## src/rtl/arc4_ctrl.sv

```systemverilog
`default_nettype none
// ============================================================================
// Module   : arc4_ctrl
// Purpose  : ARC4 top-level sequencer. Fills S[i]=i, then starts ksa, then
//            starts prga over an en/rdy handshake. Owns the single S-memory
//            port and muxes the active client onto it.
// Revision : 1.0 - initial release
// ============================================================================
module arc4_ctrl #(
  parameter int BUSY_TIMEOUT = 8
) (
  input  logic       clk,
  input  logic       rst_n,
  input  logic       en_i,
  output logic       rdy_o,
  output logic       err_o,
  output logic       ksa_en_o,
  input  logic       ksa_rdy_i,
  input  logic [7:0] ksa_addr_i,
  input  logic [7:0] ksa_wrdata_i,
  input  logic       ksa_wren_i,
  output logic [7:0] ksa_rddata_o,
  output logic       prga_en_o,
  input  logic       prga_rdy_i,
  input  logic [7:0] prga_addr_i,
  input  logic [7:0] prga_wrdata_i,
  input  logic       prga_wren_i,
  output logic [7:0] prga_rddata_o,
  output logic [7:0] s_addr_o,
  output logic [7:0] s_wrdata_o,
  output logic       s_wren_o,
  input  logic [7:0] s_rddata_i
);

  localparam int               TMO_W   = $clog2(BUSY_TIMEOUT + 1);
  localparam logic [TMO_W-1:0] TMO_MAX = TMO_W'(BUSY_TIMEOUT);
  localparam logic [8:0]       CNT_LAST = 9'd255;

  typedef enum logic [2:0] {
    S_IDLE      = 3'd0,
    S_INIT      = 3'd1,
    S_KSA_GO    = 3'd2,
    S_KSA_BUSY  = 3'd3,
    S_KSA_RUN   = 3'd4,
    S_PRGA_GO   = 3'd5,
    S_PRGA_BUSY = 3'd6,
    S_PRGA_RUN  = 3'd7
  } state_t;

  state_t           state_q, state_d;
  logic [8:0]       cnt_q, cnt_d;
  logic [TMO_W-1:0] tmo_q, tmo_d;
  logic             err_q, err_d;
  // Registered copies of the client ready levels: the RUN states release on
  // these, so a client's ready rising hands over two cycles later.
  logic             ksa_rdy_q, prga_rdy_q;

  // State, counters, sticky error and registered client ready levels.
  always_ff @(posedge clk) begin
    if (!rst_n) begin
      state_q    <= S_IDLE;
      cnt_q      <= '0;
      tmo_q      <= '0;
      err_q      <= 1'b0;
      ksa_rdy_q  <= 1'b1;
      prga_rdy_q <= 1'b1;
    end else begin
      state_q    <= state_d;
      cnt_q      <= cnt_d;
      tmo_q      <= tmo_d;
      err_q      <= err_d;
      ksa_rdy_q  <= ksa_rdy_i;
      prga_rdy_q <= prga_rdy_i;
    end
  end

  // Next-state sequencing plus S-memory port mux selected by registered state.
  always_comb begin
    state_d    = state_q;
    cnt_d      = cnt_q;
    tmo_d      = tmo_q;
    err_d      = err_q;
    s_addr_o   = 8'h00;
    s_wrdata_o = 8'h00;
    s_wren_o   = 1'b0;

    case (state_q)
      S_IDLE: begin
        if (en_i) begin
          cnt_d   = '0;
          state_d = S_INIT;
        end
      end

      S_INIT: begin
        s_addr_o   = cnt_q[7:0];
        s_wrdata_o = cnt_q[7:0];
        s_wren_o   = 1'b1;
        cnt_d      = cnt_q + 9'd1;
        if (cnt_q == CNT_LAST) begin
          state_d = S_KSA_GO;
        end
      end

      S_KSA_GO, S_KSA_BUSY, S_KSA_RUN: begin
        s_addr_o   = ksa_addr_i;
        s_wrdata_o = ksa_wrdata_i;
        s_wren_o   = ksa_wren_i;
        if (state_q == S_KSA_GO) begin
          tmo_d   = '0;
          state_d = S_KSA_BUSY;
        end else if (state_q == S_KSA_BUSY) begin
          // A client dropping rdy on the very cycle the budget expires still counts.
          if (!ksa_rdy_i) begin
            state_d = S_KSA_RUN;
          end else if (tmo_q == TMO_MAX) begin
            err_d   = 1'b1;
            state_d = S_IDLE;
          end else begin
            tmo_d = tmo_q + 1'b1;
          end
        end else if (ksa_rdy_q) begin
          state_d = S_PRGA_GO;
        end
      end

      S_PRGA_GO, S_PRGA_BUSY, S_PRGA_RUN: begin
        s_addr_o   = prga_addr_i;
        s_wrdata_o = prga_wrdata_i;
        s_wren_o   = prga_wren_i;
        if (state_q == S_PRGA_GO) begin
          tmo_d   = '0;
          state_d = S_PRGA_BUSY;
        end else if (state_q == S_PRGA_BUSY) begin
          if (!prga_rdy_i) begin
            state_d = S_PRGA_RUN;
          end else if (tmo_q == TMO_MAX) begin
            err_d   = 1'b1;
            state_d = S_IDLE;
          end else begin
            tmo_d = tmo_q + 1'b1;
          end
        end else if (prga_rdy_q) begin
          state_d = S_IDLE;
        end
      end

      default: begin
        state_d = S_IDLE;
      end
    endcase
  end

  // Start pulses are pure decodes of the GO states, so they can never overlap.
  assign rdy_o         = (state_q == S_IDLE);
  assign err_o         = err_q;
  assign ksa_en_o      = (state_q == S_KSA_GO);
  assign prga_en_o     = (state_q == S_PRGA_GO);
  assign ksa_rddata_o  = s_rddata_i;
  assign prga_rddata_o = s_rddata_i;

endmodule
`default_nettype wire

```

## config.mk

```make
export PLATFORM = sky130hd
export DESIGN_NAME = arc4_ctrl
export DESIGN_NICKNAME = d
export VERILOG_FILES = /design/src/rtl/arc4_ctrl.sv
export SDC_FILE = /design/constraint.sdc
export NUM_CORES = 1
export LEC_CHECK = 0
export BUFFER_PORTS_ARGS = -buffer_cell sky130_fd_sc_hd__buf_2
export CAP_MARGIN = 20
export CORE_MARGIN = 10
export CORE_UTILIZATION = 47
export CTS_CLUSTER_DIAMETER = 200
export DETAILED_ROUTE_END_ITERATION = 10
export PLACE_DENSITY = 0.9
export SLEW_MARGIN = 0
export SYNTH_ARGS = -nofsm -noshare
export SYNTH_HDL_FRONTEND = slang
export SYNTH_SLANG_ARGS = --single-unit
```

## constraint.sdc

```tcl
create_clock -name clk -period 1.9 [get_ports clk]
set_clock_uncertainty 0.05 [all_clocks]
set_input_delay 0.095 -clock clk [delete_from_list [all_inputs] [get_ports clk]]
set_output_delay 0.095 -clock clk [all_outputs]
set_load 0.02 [all_outputs]
```

# Word level (Yosys, flattened, before mapping)
# Cells that the tools add are included.
[word_totals]
register_bits = 19
input_bits = 47
output_inout_bits = 37
word_cells = 73
[op_classes]
add_sub_neg = 2
n_eq_ne = 23
mux = 33
n_reduce_logical = 9
[op_table]
columns = ["cell", "count"]
rows = [
  ["$pmux 8 s3", 2],
  ["$mux 3", 11],
  ["$mux 4", 7],
  ["$pmux 9 s2", 1],
  ["$ne 2x2->1 const B", 8],
  ["$eq 3x3->1 const B", 4],
  ["$ne 3x3->1 const B", 4],
  ["$pmux 3 s4", 1],
  ["$add 9x1->9 const B", 1],
  ["$eq 9x8->1 const B", 1],
  ["$mux 9", 1],
  ["$ne 4x4->1 const B", 2],
  ["$pmux 4 s2", 1],
  ["$mux 1", 7],
  ["$reduce_and 7->1", 1],
  ["$eq 3x2->1 const B", 2],
  ["$reduce_or 3->1", 2],
  ["$reduce_and 5->1", 1],
  ["$add 4x1->4 const B", 1],
  ["$eq 4x4->1 const B", 1],
  ["$reduce_and 4->1", 1],
  ["$reduce_bool 2->1", 2],
  ["$eq 3x1->1 const B", 1],
  ["$logic_not 3->1", 1],
  ["3 further kinds", 3],
]

# Longest topological paths before layout
# Gate-level depths: netlist (run 1).
[depth]
depth_word = 6
mapped_depth = 8
mapped_depth_nobuf = 8

# Worst setup path after synthesis (run 1)
# OpenSTA, ideal clock, no wires.
[synth_timing]
kind = "reg2reg"
start = "register state_q[1]"
end = "register tmo_q[1]"
setup_ps = 128
arrival_ps = 1470
required_time_ps = 1722
slack_ps = 251
stages_incl_launch_ff = 6
n_path_buf = 1
synth_period_minus_slack_ps = 1649
path_cell_list = "dfxtp_1 > buf_2 > inv_1 > nor3_1 > or3_1 > o31ai_1"
[synth_between]
elab_chain_cells = 4
word_cells_on_any_way = 17
classes_between = "eq/ne (10); mux (3); reduce/logical (4)"
[synth_lines]
columns = ["item", "line", "text"]
rows = [
  ["from (decl)", "50", "state_t state_q, state_d;"],
  ["from (signal assigned)", "68", "state_q <= state_d;"],
  ["$eq 3x2->1 *", "n/a", ""],
  ["via ksa_en_o", "17", "output logic ksa_en_o,"],
  ["$reduce_or 3->1", "87", "case (state_q)"],
  ["$ne 3x3->1 (no source line) / $reduce_bool 2->1 (equally long branches)", "n/a", ""],
  ["$reduce_and 5->1 (no source line)", "n/a", ""],
  ["to (signal assigned)", "70", "tmo_q <= tmo_d;"],
  ["to (decl)", "52", "logic [TMO_W-1:0] tmo_q, tmo_d;"],
]
# Mark *: on every way through the listed nets, which the timed path passes. The rest lies on a longest branch.
# A chain may end at the register's enable or synchronous reset.

# Worst setup path after layout (run 1)
[layout_timing]
start = "register cnt_q[0]"
end = "register state_q[2]"
[layout_between]
elab_chain_cells = 3
[layout_lines]
columns = ["item", "line", "text"]
rows = [
  ["from (decl)", "51", "logic [8:0] cnt_q, cnt_d;"],
  ["from (signal assigned)", "69", "cnt_q <= cnt_d;"],
  ["$eq 9x8->1", "100", "if (cnt_q == CNT_LAST) begin"],
  ["$ne 2x2->1 (no source line)", "n/a", ""],
  ["$reduce_and 4->1 (no source line)", "n/a", ""],
]
# No other way between the ends.

==> results of run 1 <==
## flip-flops by register name (all words and copies together) (netlist names)
name,cells
ksa_rdy_q,1
err_o,1
cnt_q,9
state_q,3
tmo_q,4
prga_rdy_q,1
## cell families (layout without fill, tap and decap cells)
kind of cell	Yosys count	after routing	synth area share, %
simple gates	88	88	25.22
buf+inv	56	93	16.64
compound gates	89	89	32.20
fa+ha+maj	4	4	2.882
flops	19	19	21.90
mux	2	2	1.153
## layout make-up
cell class                      instances  area, um^2
Fill cell                             349        1612
Multi-Input combinational cell        183        1070
Sequential cell                        19       384.1
Timing Repair Buffer                   66       347.8
Inverter                               23       86.33
Tap cell                               48       60.06
Clock buffer                            3       41.29
Clock inverter                          1       5.005
## layer usage
metal,vias to the layer above,wire (um),GRT usage (%)
li1,973,-,-
met1,870,2035,16.35
met2,90,2306,23.73
met3,15,514,4.305
met4,0,128,7.612
met5,-,0,0
## layout by cell type (no fill, tap or decap), types with 4 or more instances in the layout
cell type / n
a221o_1: 16
nand3_1: 5
dfxtp_1: 16
buf_4: 7
inv_1: 22
a21oi_1: 31
or3_1: 4
and3_1: 4
nor3_1: 4
nand2_1: 37
nor2_1: 14
ha_1: 4
nand2b_1: 5
a31oi_1: 6
o21ai_0: 29
buf_2: 59
## power breakdown
part	total (W)	leakage, nW	switching [W]	internal (W)
Sequential	0.000412	0.155	0.00000663	0.000405
Combinational	0.000143	0.706	0.0000818	0.0000609
Clock	0.000289	0.0255	0.000142	0.000146
Total	0.000843	0.886	0.000231	0.000612
## stage by stage
stage	power [W]	setup WS, ns
after CTS	0.0008439	0.04865
after detailed placement	0.0005598	0.1731
after global routing	0.0008859	0.002060
final	0.0008429	0.1621
after floorplan	0.0005426	0.2513
after global placement	0.0005569	0.1923
## final timing paths
kind                         startpoint                      end  depth (start not counted)
hold / removal                    rst_n    prga_rdy_q$_SDFF_PN1_                          2
setup / recovery  cnt_q[0]$_SDFFE_PN0P_  state_q[2]$_SDFFE_PN0P_                          7
hold reg to reg      err_o$_SDFFE_PN0P_       err_o$_SDFFE_PN0P_                          2
setup reg to reg  cnt_q[0]$_SDFFE_PN0P_  state_q[2]$_SDFFE_PN0P_                          7
==> impl_metrics.toml, run 1 <==
[logic_synthesis]
postSynth.asyncResetShare_pct = 0
synth.top_cells.by_area = "dfxtp_1 22%, a221o_1 9.2%, a21oi_1 8.9%"
yosysMostFrequentCell = "nand2_1"
synth_flop_cell = "dfxtp_1"
postSynthCellCount = 258
synth-seq-area-share_pct = 21.90
syn-num-nets = 309
yosysUniqueCellTypes = 38
synth_top_area_share_pct = 21.90
synth_area_leader_cell = "dfxtp_1"
ys_ff_latch = 19
yosysWarnings = 0
synth_common_cells = "37 x nand2_1, 31 x a21oi_1, 29 x o21ai_0"
synth-edff-count = 0
syn_area_per_cell_um2 = 6.731
syn_area_um2 = 1737

[sta]
setup_viol = 0
grt_setup_unrepaired = "false"
tightest_slew_ns = 0.5477
maxSlewHeadroom_pct = 63.24
final.setup.tns_ns = 0
fmax_ghz = 0.5754
fin_crit_ns = 1.738
hold_ws_ns = 0.03328
hold_viol_final = 0
slew_viol_final = 0
period_share_pct = 91.47

[cts]
cts_tree = "yes"
cts_repair_resize_count = 1
cts_root_buf = "clkbuf_8"
clk-insertion-delay-late_ns = 0.26
ctsHoldBuffers = 0
cts_setup_buffers = 0
ctsHtreeMaxLevel = 1
clk_pin_slew_worst_paths_ns = 0.07
cts.sinks = 19
cts_buffers = 3
cts.path.max_buffers = 2

[floorplanning]
start_util_pct = 48.16
die_h_um = 80.79
design.core.area_um2 = 3606
ios = 84
dieArea_um2 = 6526
die_w_um = 80.79
fp-row-count = 22

[setup_path]
crit_required_ns = 2.03
worstSetupStartpointType = "flip-flop"
critical-path-max-stage-delay_ns = 0.35
critical_path_class = "reg2reg"
cp-end-kind = "flip-flop"
ff2ff_setup_slack_ns = 0.16
crit_buf_inv = 0
cp_slowest_cell = "dfxtp_2"
arrival_ns = 1.87
critPathTopFamily = "simple AND/OR/NAND/NOR gates"
worstPathMaxFanout = 5
crit_chain = "ha_1 -> and3_1 -> and3_1 -> ha_1 -> nor3_1 -> o21ai_0 -> a31oi_1"

[cells_and_area]
final_cell_area_um2 = 1994
drive_above_1_share_pct = 25.76
post-route-util_pct = 55.31
final_cells = 343
area_growth_pct = 14.84
nets = 347
n_antenna_cell = 0

[grt]
antenna_found_initial = 0
grt_pass1_vias = 1736
track_usage_pct = 14.36
grt_max_degree = 28
grt_pass1_wl_mm = 7.845
overflow = 0

[job]
cap_viol_max_count = 0

[drt]
drc = 0
ant_nets = 0
vias_per_cell = 5.679
wirelength_mm = 4.985
vias = 1948
drt_iter0_drc = 201
dr.pass1.iters = 4
avgRoutedWirePerCell_um = 14.53

[power]
ir_drop_mv = 0.2158
p_per_area_nw_per_um2 = 422.6
power_leakage_nw = 0.8862

[placed_design]
portBuffers = 59
placed_cell_area_um2 = 1942
dp_hpwl_mm = 3.783
place_inst = 339
gp_congestion = 0.8454

[worst_hold_path]
hold_path_class = "in2reg"

[status]
status = "finished clean"
No activity file was read; power rests on OpenSTA's default activity.
==> run 2, diff against run 1 <==
--- a/config.mk
+++ b/config.mk
@@ -7,12 +7,11 @@
 export LEC_CHECK = 0
 export BUFFER_PORTS_ARGS = -buffer_cell sky130_fd_sc_hd__buf_2
 export CAP_MARGIN = 20
-export CORE_MARGIN = 10
+export CORE_MARGIN = 5
 export CORE_UTILIZATION = 47
 export CTS_CLUSTER_DIAMETER = 200
 export DETAILED_ROUTE_END_ITERATION = 10
 export PLACE_DENSITY = 0.9
-export SLEW_MARGIN = 0
 export SYNTH_ARGS = -nofsm -noshare
 export SYNTH_HDL_FRONTEND = slang
 export SYNTH_SLANG_ARGS = --single-unit
==> run 2 against run 1 <==
Effect of this change:
- critical path depth decreased by 3
- sequential share of layout area decreased by 0.25 points
- die area decreased by 23%
- first-iteration DRC count decreased by 12%
- register-to-register slack about the same
- sequential power about the same
- combinational power about the same
- final cell count increased by 0.58%
- worst hold slack got worse by 0.00079 ns
- routed wire length decreased by 8.1%
- critical endpoint is now s_addr_o[2]
- largest cell class unchanged
- highest routed layer unchanged
==> impl_metrics.toml, run 2 (same netlist as run 1, synthesis figures left out) <==
[cts]
ctsHoldBuffers = 0
cts_buffers = 3
clk-insertion-delay-late_ns = 0.26
ctsHtreeMaxLevel = 1
cts_root_buf = "clkbuf_8"
clk_pin_slew_worst_paths_ns = 0.07
cts.path.max_buffers = 2
cts_tree = "yes"
cts.sinks = 19

[floorplanning]
ios = 84
start_util_pct = 47.80
die_w_um = 70.79
fp-row-count = 22
die_h_um = 70.79
design.core.area_um2 = 3633
dieArea_um2 = 5011

[sta]
hold_viol_final = 0
tightest_slew_ns = 0.5877
period_share_pct = 95.17
setup_viol = 0
maxSlewHeadroom_pct = 60.56
grt_setup_unrepaired = "false"
fin_crit_ns = 1.808
final.setup.tns_ns = 0
slew_viol_final = 0
fmax_ghz = 0.5530

[status]
status = "finished clean"

[grt]
grt_max_degree = 22
overflow = 0
track_usage_pct = 17.32
grt_pass1_vias = 1720
antenna_found_initial = 0
grt_pass1_wl_mm = 7.417

[placed_design]
portBuffers = 59
gp_congestion = 0.8963
dp_hpwl_mm = 3.415
placed_cell_area_um2 = 1957
place_inst = 341

[cells_and_area]
final_cells = 345
area_growth_pct = 15.99
final_common_cell = "buf_2"
nets = 349
multiInputGateArea_um2 = 1074
nFillCells = 346
largest_register = "cnt_q"
seq_area_um2 = 382.9
n_antenna_cell = 0
top_regs = "cnt_q (9), tmo_q (4), state_q (3)"
final_cell_area_um2 = 2014
drive_above_1_share_pct = 25.93
mostFrequentLayoutCells = "59 x buf_2, 37 x nand2_1, 31 x a21oi_1, 29 x o21ai_0, 22 x inv_1"
largest_reg_flops = 9

[setup_path]
cp-end-kind = "output port"
worstPathMaxFanout = 16
critical_path_class = "reg2out"
arrival_ns = 1.66
crit_required_ns = 1.75
worstSetupStartpointType = "flip-flop"

[power]
power_leakage_nw = 0.8921
p_per_area_nw_per_um2 = 414.2
ir_drop_mv = 0.2733

[drt]
wirelength_mm = 4.579
dr.pass1.iters = 4
vias = 1947
ant_nets = 0
vias_per_cell = 5.643
avgRoutedWirePerCell_um = 13.27
drc = 0
drt_iter0_drc = 177

[job]
cap_viol_max_count = 0

[worst_hold_path]
hold_path_class = "in2reg"
[run 2: changes by cell type in the layout (fill, tap and decap cells not counted), sizes merged]
cell and delta:
buf +2, clkbuf +1, clkinv -1
[run 2: metrics by stage]
stage	power, W	utilization [%]	setup WS, ns	hold WS [ns]
finish	0.0008344	55.44	0.09177	0.03248
global route	0.0008753	55.44	0.02090	0.03060
CTS	0.0008387	55.17	0.03992	0.02879
detailed placement	0.0005615	53.86	0.1930	0.1402
global placement	0.0005592	53.86	0.2201	0.1402
floorplan	0.0005426	-	0.2513	0.1180
[run 2: area by class of cell]
type | count | area share, %
Clock buffer | 4 | 2.236
Inverter | 23 | 4.286
Multi-Input combinational cell | 183 | 53.29
Sequential cell | 19 | 19.01
Tap cell | 48 | 2.981
Timing Repair Buffer | 68 | 18.20
[run 2: final timing paths]
path | slack [ns] | depth (start not counted) | from | endpoint
hold / removal | 0.03 | 2 | ksa_rdy_i | ksa_rdy_q$_SDFF_PN1_
setup / recovery | 0.09 | 4 | state_q[0]$_SDFFE_PN0P_ | s_addr_o[2]
hold reg to reg | 0.42 | 2 | err_o$_SDFFE_PN0P_ | err_o$_SDFFE_PN0P_
setup reg to reg | 0.17 | 8 | cnt_q[0]$_SDFFE_PN0P_ | state_q[1]$_SDFFE_PN0P_
[run 2: metal layers]
| metal | vias to the layer above | wire length, um | global-route usage, % |
|---|---|---|---|
| li1 | 980 | - | - |
| met3 | 7 | 386 | 2.983 |
| met1 | 879 | 1974 | 22.32 |
| met4 | 0 | 38 | 5.219 |
| met2 | 81 | 2180 | 29.45 |
| met5 | - | 0 | 0 |
[run 2: what timing repair did]
action / 4_1_cts / 5_1_grt
pin swaps: 0 / 0
buffers inserted: 0 / 0
resized for setup: 2 / 3
endpoints found under the setup margin: 16 / 17
[run 2: where the power goes]
| part | internal [W] | switching [W] |
|---|---|---|
| logic | 0.0000627 | 0.0000816 |
| registers | 0.000404 | 0.00000541 |
| clock network | 0.000149 | 0.000131 |
| total | 0.000616 | 0.000218 |
[run 2: worst max-delay path, stage by stage (launching register included)]
cell     delay (ns)
dfxtp_1        0.44
nor2_1         0.11
and2_2         0.31
a221o_1        0.38
buf_2          0.16
